$ cat config.mk
export PLATFORM = sky130hd
export DESIGN_NAME = mult_div_unit
export DESIGN_NICKNAME = d
export VERILOG_FILES = /design/src/rtl/mult_div_unit.sv
export SDC_FILE = /design/constraint.sdc
export NUM_CORES = 1
export LEC_CHECK = 0
export CORE_ASPECT_RATIO = 1.2
export CORE_MARGIN = 4
export CORE_UTILIZATION = 50
export CTS_BUF_LIST = sky130_fd_sc_hd__clkbuf_8
export DETAILED_ROUTE_END_ITERATION = 12
export PLACE_DENSITY = 0.74
export REMOVE_ABC_BUFFERS = 1
export SYNTH_ARGS = -nofsm -noshare
export SYNTH_HDL_FRONTEND = slang
export SYNTH_SLANG_ARGS = --single-unit
$ cat constraint.sdc
create_clock -name clk -period 5.4 [get_ports clk]
set_input_delay 0.54 -clock clk [delete_from_list [all_inputs] [get_ports clk]]
set_output_delay 0.54 -clock clk [all_outputs]
set_load 0.03 [all_outputs]
$ cat src/rtl/mult_div_unit.sv
// mult_div_unit: iterative multiply/divide unit with HI/LO result registers.
// MULTU/MULT use a radix-2 shift-add multiplier and DIVU/DIV use a restoring
// divider. Each takes WIDTH cycles and works on unsigned magnitudes, with the
// sign fixed up at write-back.
// Optional feature macro: MULT_DIV_DIV_EN compiles in the divider datapath and
// the DIV state. Without it, op 1x completes at once with HI/LO unchanged.
module mult_div_unit #(
  parameter int unsigned WIDTH = 32
) (
  input  logic             clk,
  input  logic             rst_n,
  input  logic             start,
  input  logic [1:0]       op,
  input  logic [WIDTH-1:0] src_a,
  input  logic [WIDTH-1:0] src_b,
  input  logic             hi_we,
  input  logic             lo_we,
  input  logic [WIDTH-1:0] wdata,
  output logic             busy,
  output logic             done,
  output logic [WIDTH-1:0] hi,
  output logic [WIDTH-1:0] lo
);

  localparam int unsigned ACC_W = 2 * WIDTH;
  localparam int unsigned CNT_W = (WIDTH > 1) ? $clog2(WIDTH) : 1;
  localparam logic [CNT_W-1:0] CNT_LAST = CNT_W'(WIDTH - 1);

`ifdef MULT_DIV_DIV_EN
  typedef enum logic [1:0] {IDLE, MUL, DIV, DONE} state_t;
`else
  typedef enum logic [1:0] {IDLE, MUL, DONE} state_t;
`endif

  state_t state_q, state_d;

  // Shared accumulator: multiply {partial product, multiplier}; divide {remainder, quotient}
  logic [ACC_W-1:0] acc_q, acc_d;
  logic [CNT_W-1:0] cnt_q, cnt_d;
  logic [WIDTH-1:0] ma_q, ma_d;     // multiplicand magnitude
  logic             neg_q, neg_d;   // product / quotient must be negated
  logic             busy_d, done_d;
  logic [WIDTH-1:0] hi_d, lo_d;

`ifdef MULT_DIV_DIV_EN
  logic [WIDTH-1:0] mb_q, mb_d;            // divisor magnitude
  logic             rem_neg_q, rem_neg_d;  // remainder takes dividend sign
`endif

  // Operand magnitudes; only signed ops take the absolute value
  logic [WIDTH-1:0] mag_a, mag_b;
  always_comb begin
    mag_a = src_a;
    mag_b = src_b;
    if (op[0] && src_a[WIDTH-1]) mag_a = -src_a;
    if (op[0] && src_b[WIDTH-1]) mag_b = -src_b;
  end

  // One shift-add step: add multiplicand to upper half on multiplier LSB, shift right
  logic [WIDTH:0]   mul_sum;
  logic [ACC_W-1:0] mul_step, mul_res;
  always_comb begin
    mul_sum  = {1'b0, acc_q[ACC_W-1:WIDTH]} + {1'b0, {WIDTH{acc_q[0]}} & ma_q};
    mul_step = {mul_sum, acc_q[WIDTH-1:1]};
    mul_res  = neg_q ? -mul_step : mul_step;
  end

`ifdef MULT_DIV_DIV_EN
  // One restoring step: shift in next dividend bit, subtract divisor if it fits
  logic [WIDTH:0]   div_shift;
  logic             div_ok;
  logic [WIDTH-1:0] rem_step, quo_step, rem_res, quo_res;
  always_comb begin
    div_shift = {acc_q[ACC_W-1:WIDTH], acc_q[WIDTH-1]};
    div_ok    = (div_shift >= {1'b0, mb_q});
    rem_step  = div_ok ? WIDTH'(div_shift - {1'b0, mb_q}) : div_shift[WIDTH-1:0];
    quo_step  = {acc_q[WIDTH-2:0], div_ok};
    rem_res   = rem_neg_q ? -rem_step : rem_step;
    quo_res   = neg_q ? -quo_step : quo_step;
  end
`endif

  // Next-state, datapath and registered-output decode
  always_comb begin
    state_d = state_q;
    acc_d   = acc_q;
    cnt_d   = cnt_q;
    ma_d    = ma_q;
    neg_d   = neg_q;
    hi_d    = hi;
    lo_d    = lo;
    busy_d  = 1'b0;
    done_d  = 1'b0;
`ifdef MULT_DIV_DIV_EN
    mb_d      = mb_q;
    rem_neg_d = rem_neg_q;
`endif

    case (state_q)
      IDLE: begin
        if (start) begin
          ma_d  = mag_a;
          neg_d = op[0] & (src_a[WIDTH-1] ^ src_b[WIDTH-1]);
          cnt_d = '0;
`ifdef MULT_DIV_DIV_EN
          mb_d      = mag_b;
          rem_neg_d = op[0] & src_a[WIDTH-1];
          if (op[1]) begin
            acc_d = {{WIDTH{1'b0}}, mag_a};
            // Divide by zero completes immediately with HI/LO untouched
            state_d = (src_b == '0) ? DONE : DIV;
          end else begin
            acc_d   = {{WIDTH{1'b0}}, mag_b};
            state_d = MUL;
          end
`else
          if (op[1]) begin
            state_d = DONE;
          end else begin
            acc_d   = {{WIDTH{1'b0}}, mag_b};
            state_d = MUL;
          end
`endif
        end else begin
          if (hi_we) hi_d = wdata;
          if (lo_we) lo_d = wdata;
        end
      end

      MUL: begin
        acc_d = mul_step;
        cnt_d = cnt_q + CNT_W'(1);
        if (cnt_q == CNT_LAST) begin
          {hi_d, lo_d} = mul_res;
          state_d      = DONE;
        end
      end

`ifdef MULT_DIV_DIV_EN
      DIV: begin
        acc_d = {rem_step, quo_step};
        cnt_d = cnt_q + CNT_W'(1);
        if (cnt_q == CNT_LAST) begin
          hi_d    = rem_res;
          lo_d    = quo_res;
          state_d = DONE;
        end
      end
`endif

      DONE: begin
        if (hi_we) hi_d = wdata;
        if (lo_we) lo_d = wdata;
        state_d = IDLE;
      end

      default: state_d = IDLE;
    endcase

`ifdef MULT_DIV_DIV_EN
    busy_d = (state_d == MUL) || (state_d == DIV);
`else
    busy_d = (state_d == MUL);
`endif
    done_d = (state_d == DONE);
  end

  // State register
  always_ff @(posedge clk or negedge rst_n) begin
    if (!rst_n) begin
      state_q <= IDLE;
    end else begin
      state_q <= state_d;
    end
  end

  // Datapath and output registers
  always_ff @(posedge clk or negedge rst_n) begin
    if (!rst_n) begin
      acc_q     <= '0;
      cnt_q     <= '0;
      ma_q      <= '0;
      neg_q     <= 1'b0;
      busy      <= 1'b0;
      done      <= 1'b0;
      hi        <= '0;
      lo        <= '0;
`ifdef MULT_DIV_DIV_EN
      mb_q      <= '0;
      rem_neg_q <= 1'b0;
`endif
    end else begin
      acc_q     <= acc_d;
      cnt_q     <= cnt_d;
      ma_q      <= ma_d;
      neg_q     <= neg_d;
      busy      <= busy_d;
      done      <= done_d;
      hi        <= hi_d;
      lo        <= lo_d;
`ifdef MULT_DIV_DIV_EN
      mb_q      <= mb_d;
      rem_neg_q <= rem_neg_d;
`endif
    end
  end

endmodule

[After elaboration in Yosys (flattened, before gate mapping)]
Index checks and enable logic that the tools add are counted.
Storage, ports and cells
  register bits after elaboration: 170
  output and inout bits: 66
  bits of input ports: 103
Operators by class
  bitwise logic cells: 3
  reduce and logical (&&, ||, !) cells: 9
  eq/ne operators: 9
  $add $sub $neg: 5
  mux-type cells: 20
Operator list (count)
  2-to-1 mux 32 bit: 8
  2-to-1 mux 64 bit: 3
  case mux 32 bit (3 select lines): 2
  case mux 64 bit (2 select lines): 1
  negation 32 bit: 2
  negation 64 bit: 1
  adder 32 x 32 -> 33 bit: 1
  AND 32 bit: 1
  case mux 5 bit (2 select lines): 1
  inequality test 2 bit (second input constant): 4
  2-to-1 mux 2 bit: 3
  AND reduction 3 bit: 2
  adder 5 x 1 -> 5 bit (second input constant): 1
  equality test 5 bit (second input constant): 1
  2-to-1 mux 5 bit: 1
  equality test 2 x 1 -> 1 bit (second input constant): 2
  equality test 2 bit (second input constant): 2
  case mux 2 bit (2 select lines): 1
  AND reduction 2 bit: 2
  nonzero test 3 bit: 1
  logical AND 1 bit: 2
  logical NOT 2 bit: 1
  nonzero test 2 bit: 1
  AND 1 bit: 1
  bitwise XOR 1 bit: 1

[Depth between registers and ports, before layout]
Gate-level depths: netlist of the first run.
  word-level depth: 6
  mapped depth: 15
  gate-level depth less buffers: 13

[Worst setup path before layout of the first run]
OpenSTA, ideal clock, no wires.
  path type: register to register
  from: register acc_q[0]
  to: register hi[25]
  slack: 1.149 ns
  arrival time: 4.124 ns
  data required time: 5.273 ns
  clock period less this slack: 4.251 ns
  cell stages (with the launch flop): 16
  cell sequence: dfrtp_1 -> clkbuf_1 -> and2_1 -> ha_1 -> fa_1 -> a21oi_1 -> o221ai_1 -> or4_1 -> nand4_1 -> o21ai_0 -> or4b_2 -> or2_1 -> buf_6 -> o31ai_1 -> mux2i_1 -> nand3_1
On the way
  word-level cells in the longest chain between the ends: 6
Ends and longest elaborated chain
  from (decl): line 38  | logic [ACC_W-1:0] acc_q, acc_d;
  from (signal assigned): line 180  | acc_q <= '0;
  from (signal assigned): line 193  | acc_q <= acc_d;
  AND 32 bit (*): line 63  | mul_sum = {1'b0, acc_q[ACC_W-1:WIDTH]} + {1'b0, {WIDTH{acc_q[0]}} & ma_q};
  adder 32 x 32 -> 33 bit (*): line 63
  negation 64 bit: line 65  | mul_res = neg_q ? -mul_step : mul_step;
  2-to-1 mux 64 bit (*): line 65
  2-to-1 mux 32 bit (*): line 133  | if (cnt_q == CNT_LAST) begin
  case mux 32 bit (3 select lines) (*): line 99  | case (state_q)
  to (signal assigned): line 199  | hi <= hi_d;
  to (decl): line 21  | output logic [WIDTH-1:0] hi,
Mark *: on every way between the ends. The rest lies on a longest branch, timed or not. The select of a mux whose other input is x is not followed.
A chain may end at the register's enable or synchronous reset.

[Final worst setup path of the first run]
Same ends and word-level chain as after synthesis.

==> impl_metrics.yaml, run 1 <==
job:
  drv_cap: 0
global_routing:
  grt_pass1_vias: 10815
  grtUsageMet1_pct: 36.0
  grt-ovfl-total: 0
  grt_antenna_before_repair: 0
  top_usage_layer: "met2"
  grt_use_met3_pct: 4.59
  grt_max_degree: 81
  grt_pass1_wl_mm: 57.6
  use_met2_pct: 45.1
  grt_use_total_pct: 27.0
timing:
  worst_slack_ns: 0.916
  min_period_ns: 4.48
  setup_tns_ns: 0
  rsz0062_at_grt: "false"
  fmax_mhz: 223
  setup_viol: 0
  worst_slew_pin_slew_ns: 1.18
  slew_violations: 0
  period_share_pct: 83.0
  relSlewSlack_pct: 21.1
  hold_violations: 0
  clock-skew-final_ns: 0.0155
clock_network:
  cts_buffers: 17
  clk_pin_slew_ns: 0.11
  root_buffer: "clkbuf_8"
  clk_latency_ns: 0.48
  numClockSinks: 170
  ctsHoldBuffers: 0
  cts_resized: 0
  cts_buffer_depth: 2
  cts_tree: "yes"
  htree_levels: 4
  post_cts_buffers: 0
final_layout:
  drive_gt1_share_pct: 4.94
  areaGrowthSynthToFinish_pct: 19.0
  diodes: 0
  final_net_count: 1726
  final_cell_mix: "nand2_1, o21ai_0, dfrtp_1"
  mostFrequentLayoutCell: "nand2_1"
  fillers: 2164
route:
  num_vias: 11399
  wire_per_inst_um: 18.8
  ant_nets: 0
  detail_route.vias_per_cell: 5.96
  dr.first_iter.drc_count: 1052
  drc_errors: 0
  wirelength_mm: 35.9
  first_pass_iters: 5
logic_synthesis:
  synth-simple-area-share_pct: 22.7
  synth_compound_area_share_pct: 23.2
  synth_edf_count: 0
  synth_xor_area_share_pct: 9.32
  mappedNetlistArea_um2: 11900
  synth_cell_type_count: 66
  synth_warnings: 0
  async_flop_share_pct: 100
  synth_top_family_by_area: "compound AO/OA/AOI/OAI gates"
  avgSynthCellArea_um2: 8.10
  ys_seq_elements: 170
  syn_inst: 1474
  synth_flop_cell: "dfrtp_1"
  yosysSeqAreaShare_pct: 35.7
  muxShareOfSynthArea_pct: 1.37
  synth-adder-area-share_pct: 4.05
setup_path:
  startpoint_type: "flop"
  critPathCaptureType: "flop"
  worstPathRequired_ns: 5.77
  crit_family: "simple AND/OR/NAND/NOR gates"
  reg2reg_slack_ns: 0.92
  critPathKind: "reg2reg"
  path_buf_inv: 1
  cp_cell_sequence: "buf_4, and2_1, ha_1, a21oi_1, o21ai_0, or4_1, nand4_1, o21ai_0, or4b_2, or2_1, o31ai_1, mux2i_1, nand3_1"
  slowest_stage: "or4b_2"
  arrival_ns: 4.85
  cpPeakStageDelay_ns: 0.70
  path_max_fanout: 31
  cpMostUsedCell: "o21ai_0"
die:
  die_area_um2: 26400
  die_h_um: 177
  die_width_um: 149
  num_rows: 61
  io_pins: 169
  core_um2: 23400
  start_util_pct: 51.1
placement:
  portBuffers: 168
  dp_hpwl_mm: 26.8
  pre_cts_slack_ns: 1.01
  place_congestion: 0.969
power:
  power_density_nw_per_um2: 563
  ir_drop_mv: 0.243
  power_leakage_nw: 5.91
run_status:
  outcome: "finished, final reports clean"
hold_path:
  min_path_type: "in2async"
sequential cells by signal, indices dropped and copies added, names as in the netlist:
| name | cells |
|---|---|
| acc_q | 64 |
| busy | 1 |
| cnt_q | 5 |
| state_q | 2 |
| hi | 32 |
| lo | 32 |
| ma_q | 32 |
| neg_q | 1 |
| done | 1 |
final cells by class:
| cell class | instances | area, um2 | area share [%] |
|---|---|---|---|
| Multi-Input combinational cell | 1189 | 7280 | 51.3 |
| Sequential cell | 170 | 4260 | 30.0 |
| Timing Repair Buffer | 181 | 1780 | 12.5 |
| Tap cell | 315 | 394 | 2.77 |
| Clock buffer | 17 | 234 | 1.65 |
| Clock inverter | 15 | 161 | 1.14 |
| Inverter | 26 | 97.6 | 0.687 |
worst paths after layout:
| kind | start | to | depth (start not counted) |
|---|---|---|---|
| min in group clk | ma_q[23] | ma_q[23] | 2 |
| max in group asynchronous | rst_n | neg_q | 2 |
| worst min register to register | ma_q[23] | ma_q[23] | 2 |
| worst max-delay path | acc_q[0] | hi[25] | 13 |
| worst min-delay path | rst_n | cnt_q[4] | 1 |
| worst max register to register | acc_q[0] | hi[25] | 13 |
worst reg2reg max path, cell delays in order (launching register included):
cell	delay [ns]
dfrtp_1	0.39
buf_4	0.21
and2_1	0.17
ha_1	0.39
a21oi_1	0.32
o21ai_0	0.29
or4_1	0.52
nand4_1	0.19
o21ai_0	0.16
or4b_2	0.70
or2_1	0.40
o31ai_1	0.31
mux2i_1	0.23
nand3_1	0.10
synth_stat cells (7+ instances only):
master,number,share of area [%]
and3_1,10,0.52
clkbuf_1,81,2.5
or4_1,9,0.57
a21o_1,7,0.44
a22oi_1,32,2.0
buf_1,7,0.22
o21ai_0,172,7.2
and2_1,44,2.3
ha_1,37,3.9
a221oi_1,7,0.51
mux2i_1,13,1.1
xnor2_1,78,5.7
a211oi_1,9,0.57
nor4_1,10,0.52
dfrtp_1,170,36
nand4_1,16,0.84
xor2_1,49,3.6
nand2_1,191,6.0
o21bai_1,8,0.50
inv_1,26,0.82
nor2_1,129,4.1
or3_1,16,0.84
a21oi_1,78,3.3
a31oi_1,10,0.52
o41ai_1,7,0.51
nor3_1,23,0.96
or2_2,9,0.47
nand2b_1,15,0.79
nand3_1,61,2.6
o31ai_1,56,3.5
o211ai_1,20,1.3
where the power goes:
group	internal [mW]	switching, mW	total [mW]
registers	1.83	0.506	2.34
clock network	0.383	0.558	0.942
logic	1.80	2.92	4.72
total	4.01	3.99	8.00
through the flow:
step / util [%] / power (mW) / instances / instance area, um2 / hold slack (ns)
final: 60.8 / 8.00 / 1913 / 14200 / 0.0598
after detailed placement: 59.1 / 7.04 / 1881 / 13800 / 0.463
after CTS: 60.8 / 7.97 / 1913 / 14200 / 0.0807
after floorplan: - / 5.43 / 1385 / 11600 / 0.244
after global routing: 60.8 / 8.60 / 1913 / 14200 / 0.103
after global placement: 59.1 / 6.95 / 1881 / 13800 / 0.455
cells by family after synthesis:
kind of cell	after synthesis
DFF	170
muxes	16
buffers and inverters	115
xor gates and xnor gates	127
and+or+nand+nor	561
adders and majority gates	38
AOI/OAI and AO/OA	447
layer usage:
metal / vias up / wire [um]
met5: - / 0
met4: 0 / 951
met3: 60 / 2530
met2: 420 / 17000
met1: 5409 / 15400
li1: 5510 / -
(Power assumes the default switching activity.)
==> inputs of run 2 (changes only) <==
- clock period: 5.4 -> 4.3 ns (I/O delays scaled with it)
==> impl_metrics.yaml, run 2 (same netlist as run 1, synthesis figures left out) <==
die:
  io_pins: 169
  die_width_um: 149
  die_area_um2: 26400
  num_rows: 61
  core_um2: 23400
  start_util_pct: 51.1
  die_h_um: 177
clock_network:
  cts_tree: "yes"
  cts_buffers: 17
  htree_levels: 4
  root_buffer: "clkbuf_8"
  clk_latency_ns: 0.49
  clk_pin_slew_ns: 0.10
  cts_buffer_depth: 2
  numClockSinks: 170
final_layout:
  seq_area_um2: 4260
  final_cell_mix: "nand2_1, o21ai_0, dfrtp_1"
  multiInputGateArea_um2: 7350
  fillers: 2153
  fin_util_pct: 62.3
  mostFrequentLayoutCell: "nand2_1"
  drive_gt1_share_pct: 7.89
  final_net_count: 1763
  design_area_um2: 14500
  largest_register: "acc_q"
  diodes: 0
  areaGrowthSynthToFinish_pct: 21.9
  largest_reg_flops: 64
power:
  power_density_nw_per_um2: 707
  pwr-share-seq_pct: 28.4
  power_leakage_nw: 6.10
  power_frac_clock_pct: 10.9
  p_switching_mw: 5.09
  sw_frac_of_total_pct: 49.6
  p_comb_share_pct: 60.8
  ir_drop_mv: 0.332
  internal_power_mw: 5.18
global_routing:
  grt_antenna_before_repair: 0
  grt-ovfl-total: 0
  grt_pass1_wl_mm: 57.1
  grt_pass1_vias: 10909
  grt_max_degree: 92
  grt_use_total_pct: 27.1
timing:
  worst_slew_pin_slew_ns: 1.18
  fmax_mhz: 247
  clock-skew-final_ns: 0.0205
  hold_ws_ns: 0.00333
  rsz0062_at_grt: "false"
  slew_violations: 0
  period_share_pct: 94.3
  relSlewSlack_pct: 21.2
  setup_viol: 0
  setup_tns_ns: 0
  min_period_ns: 4.06
  hold_violations: 0
run_status:
  outcome: "finished, final reports clean"
setup_path:
  slowest_stage: "or4_4"
  reg2reg_slack_ns: 0.24
  critPathKind: "reg2reg"
  startpoint_type: "flop"
  cpPeakStageDelay_ns: 0.57
  worstPathRequired_ns: 4.66
  path_max_fanout: 13
  cp_cell_sequence: "buf_4, and2_1, fa_1, a21oi_2, buf_4, o22ai_1, a211oi_2, xor2_1, o211ai_1, or4_4, or2_4, nor4b_4, mux2i_1, nor3_2"
  arrival_ns: 4.42
  critPathCaptureType: "flop"
  reg2reg_from: "acc_q[0]"
  r2r_cells: 14
  cpMostUsedCell: "buf_4"
  r2r_end: "hi[31]"
route:
  met3_wirelength_mm: 2.38
  ant_nets: 0
  drc_errors: 0
  met2WireLength_mm: 17.3
  wire_per_inst_um: 18.6
  top_layer: "met4"
  num_vias: 11565
  wl_met1_mm: 15.5
  wirelength_mm: 36.3
  detail_route.vias_per_cell: 5.93
  dr.first_iter.drc_count: 939
  first_pass_iters: 6
placement:
  dp_hpwl_mm: 27.6
  portBuffers: 168
  place_congestion: 0.964
  post_dp_cell_area_um2: 14100
hold_path:
  min_path_type: "in2async"
job:
  drv_cap: 0
[run 2: changes by cell type in the layout (fill, tap and decap cells not counted), moves of 3 or more]
| cell | delta |
|---|---|
| buf_4 | +36 |
| inv_8 | -3 |
| a21oi_2 | +3 |
| a21oi_1 | -4 |
[run 2: how the worst max path moves through the flow]
stage / depth (start not counted) / startpoint / to / slack [ns]
final: 14 / acc_q[0] / hi[31] / 0.24
after global routing: 14 / acc_q[0] / hi[27] / 0.009
after CTS: 13 / acc_q[0] / hi[25] / 0.02
after detailed placement: 13 / acc_q[0] / hi[27] / 0.0007
after global placement: 13 / acc_q[0] / hi[27] / 0.10
after floorplan: 7 / state_q[0] / hi[30] / -0.63
[run 2: worst max-delay path, delay by kind of cell, from the launching register on]
kind / cells / cell delay (ns)
XOR/XNOR: 1 / 0.25
multiplexers: 1 / 0.24
adder cells (fa/ha/maj): 1 / 0.45
AND/OR/NAND/NOR: 5 / 1.35
flip-flops: 1 / 0.41
AO/OA/AOI/OAI: 4 / 0.91
buffers and inverters: 2 / 0.33
[run 2: power by group through the flow]
stage	Clock [mW]	Sequential, mW	Combinational [mW]
2_1_floorplan	0	3.36	3.46
3_3_place_gp	0	2.91	6.03
3_5_place_dp	0	2.93	6.14
4_1_cts	1.13	2.91	6.15
5_1_grt	1.20	3.01	6.83
6_report	1.12	2.92	6.24
[run 2: through the flow]
step / instances / worst slack [ns] / total power, mW
2_1_floorplan: 1385 / -0.634 / 6.82
3_3_place_gp: 1916 / 0.100 / 8.94
3_5_place_dp: 1916 / 0.000720 / 9.07
4_1_cts: 1948 / 0.0232 / 10.2
5_1_grt: 1950 / 0.00876 / 11.0
6_report: 1950 / 0.245 / 10.3
[run 2: timing repair]
| item | 4_1_cts | 5_1_grt |
|---|---|---|
| setup endpoints to repair | 2 | 14 |
| hold buffers | 0 | 0 |
| setup buffers | 0 | 2 |
| pin swaps | 0 | 4 |
| resized for setup | 1 | 15 |
[run 2: final cells by class]
type	count	share of cell area (%)
sequential	170	29.3
clock buffer	17	1.61
clock inverter	15	0.964
timing repair buffer	218	14.2
multi-input combinational	1189	50.5
tap	315	2.71
inverter	26	0.671
[run 2: per-layer routing]
metal	vias up	track usage [%]
met1	5516	36.4
met5	-	0
met4	0	9.19
met3	59	3.38
li1	5585	-
met2	405	45.3
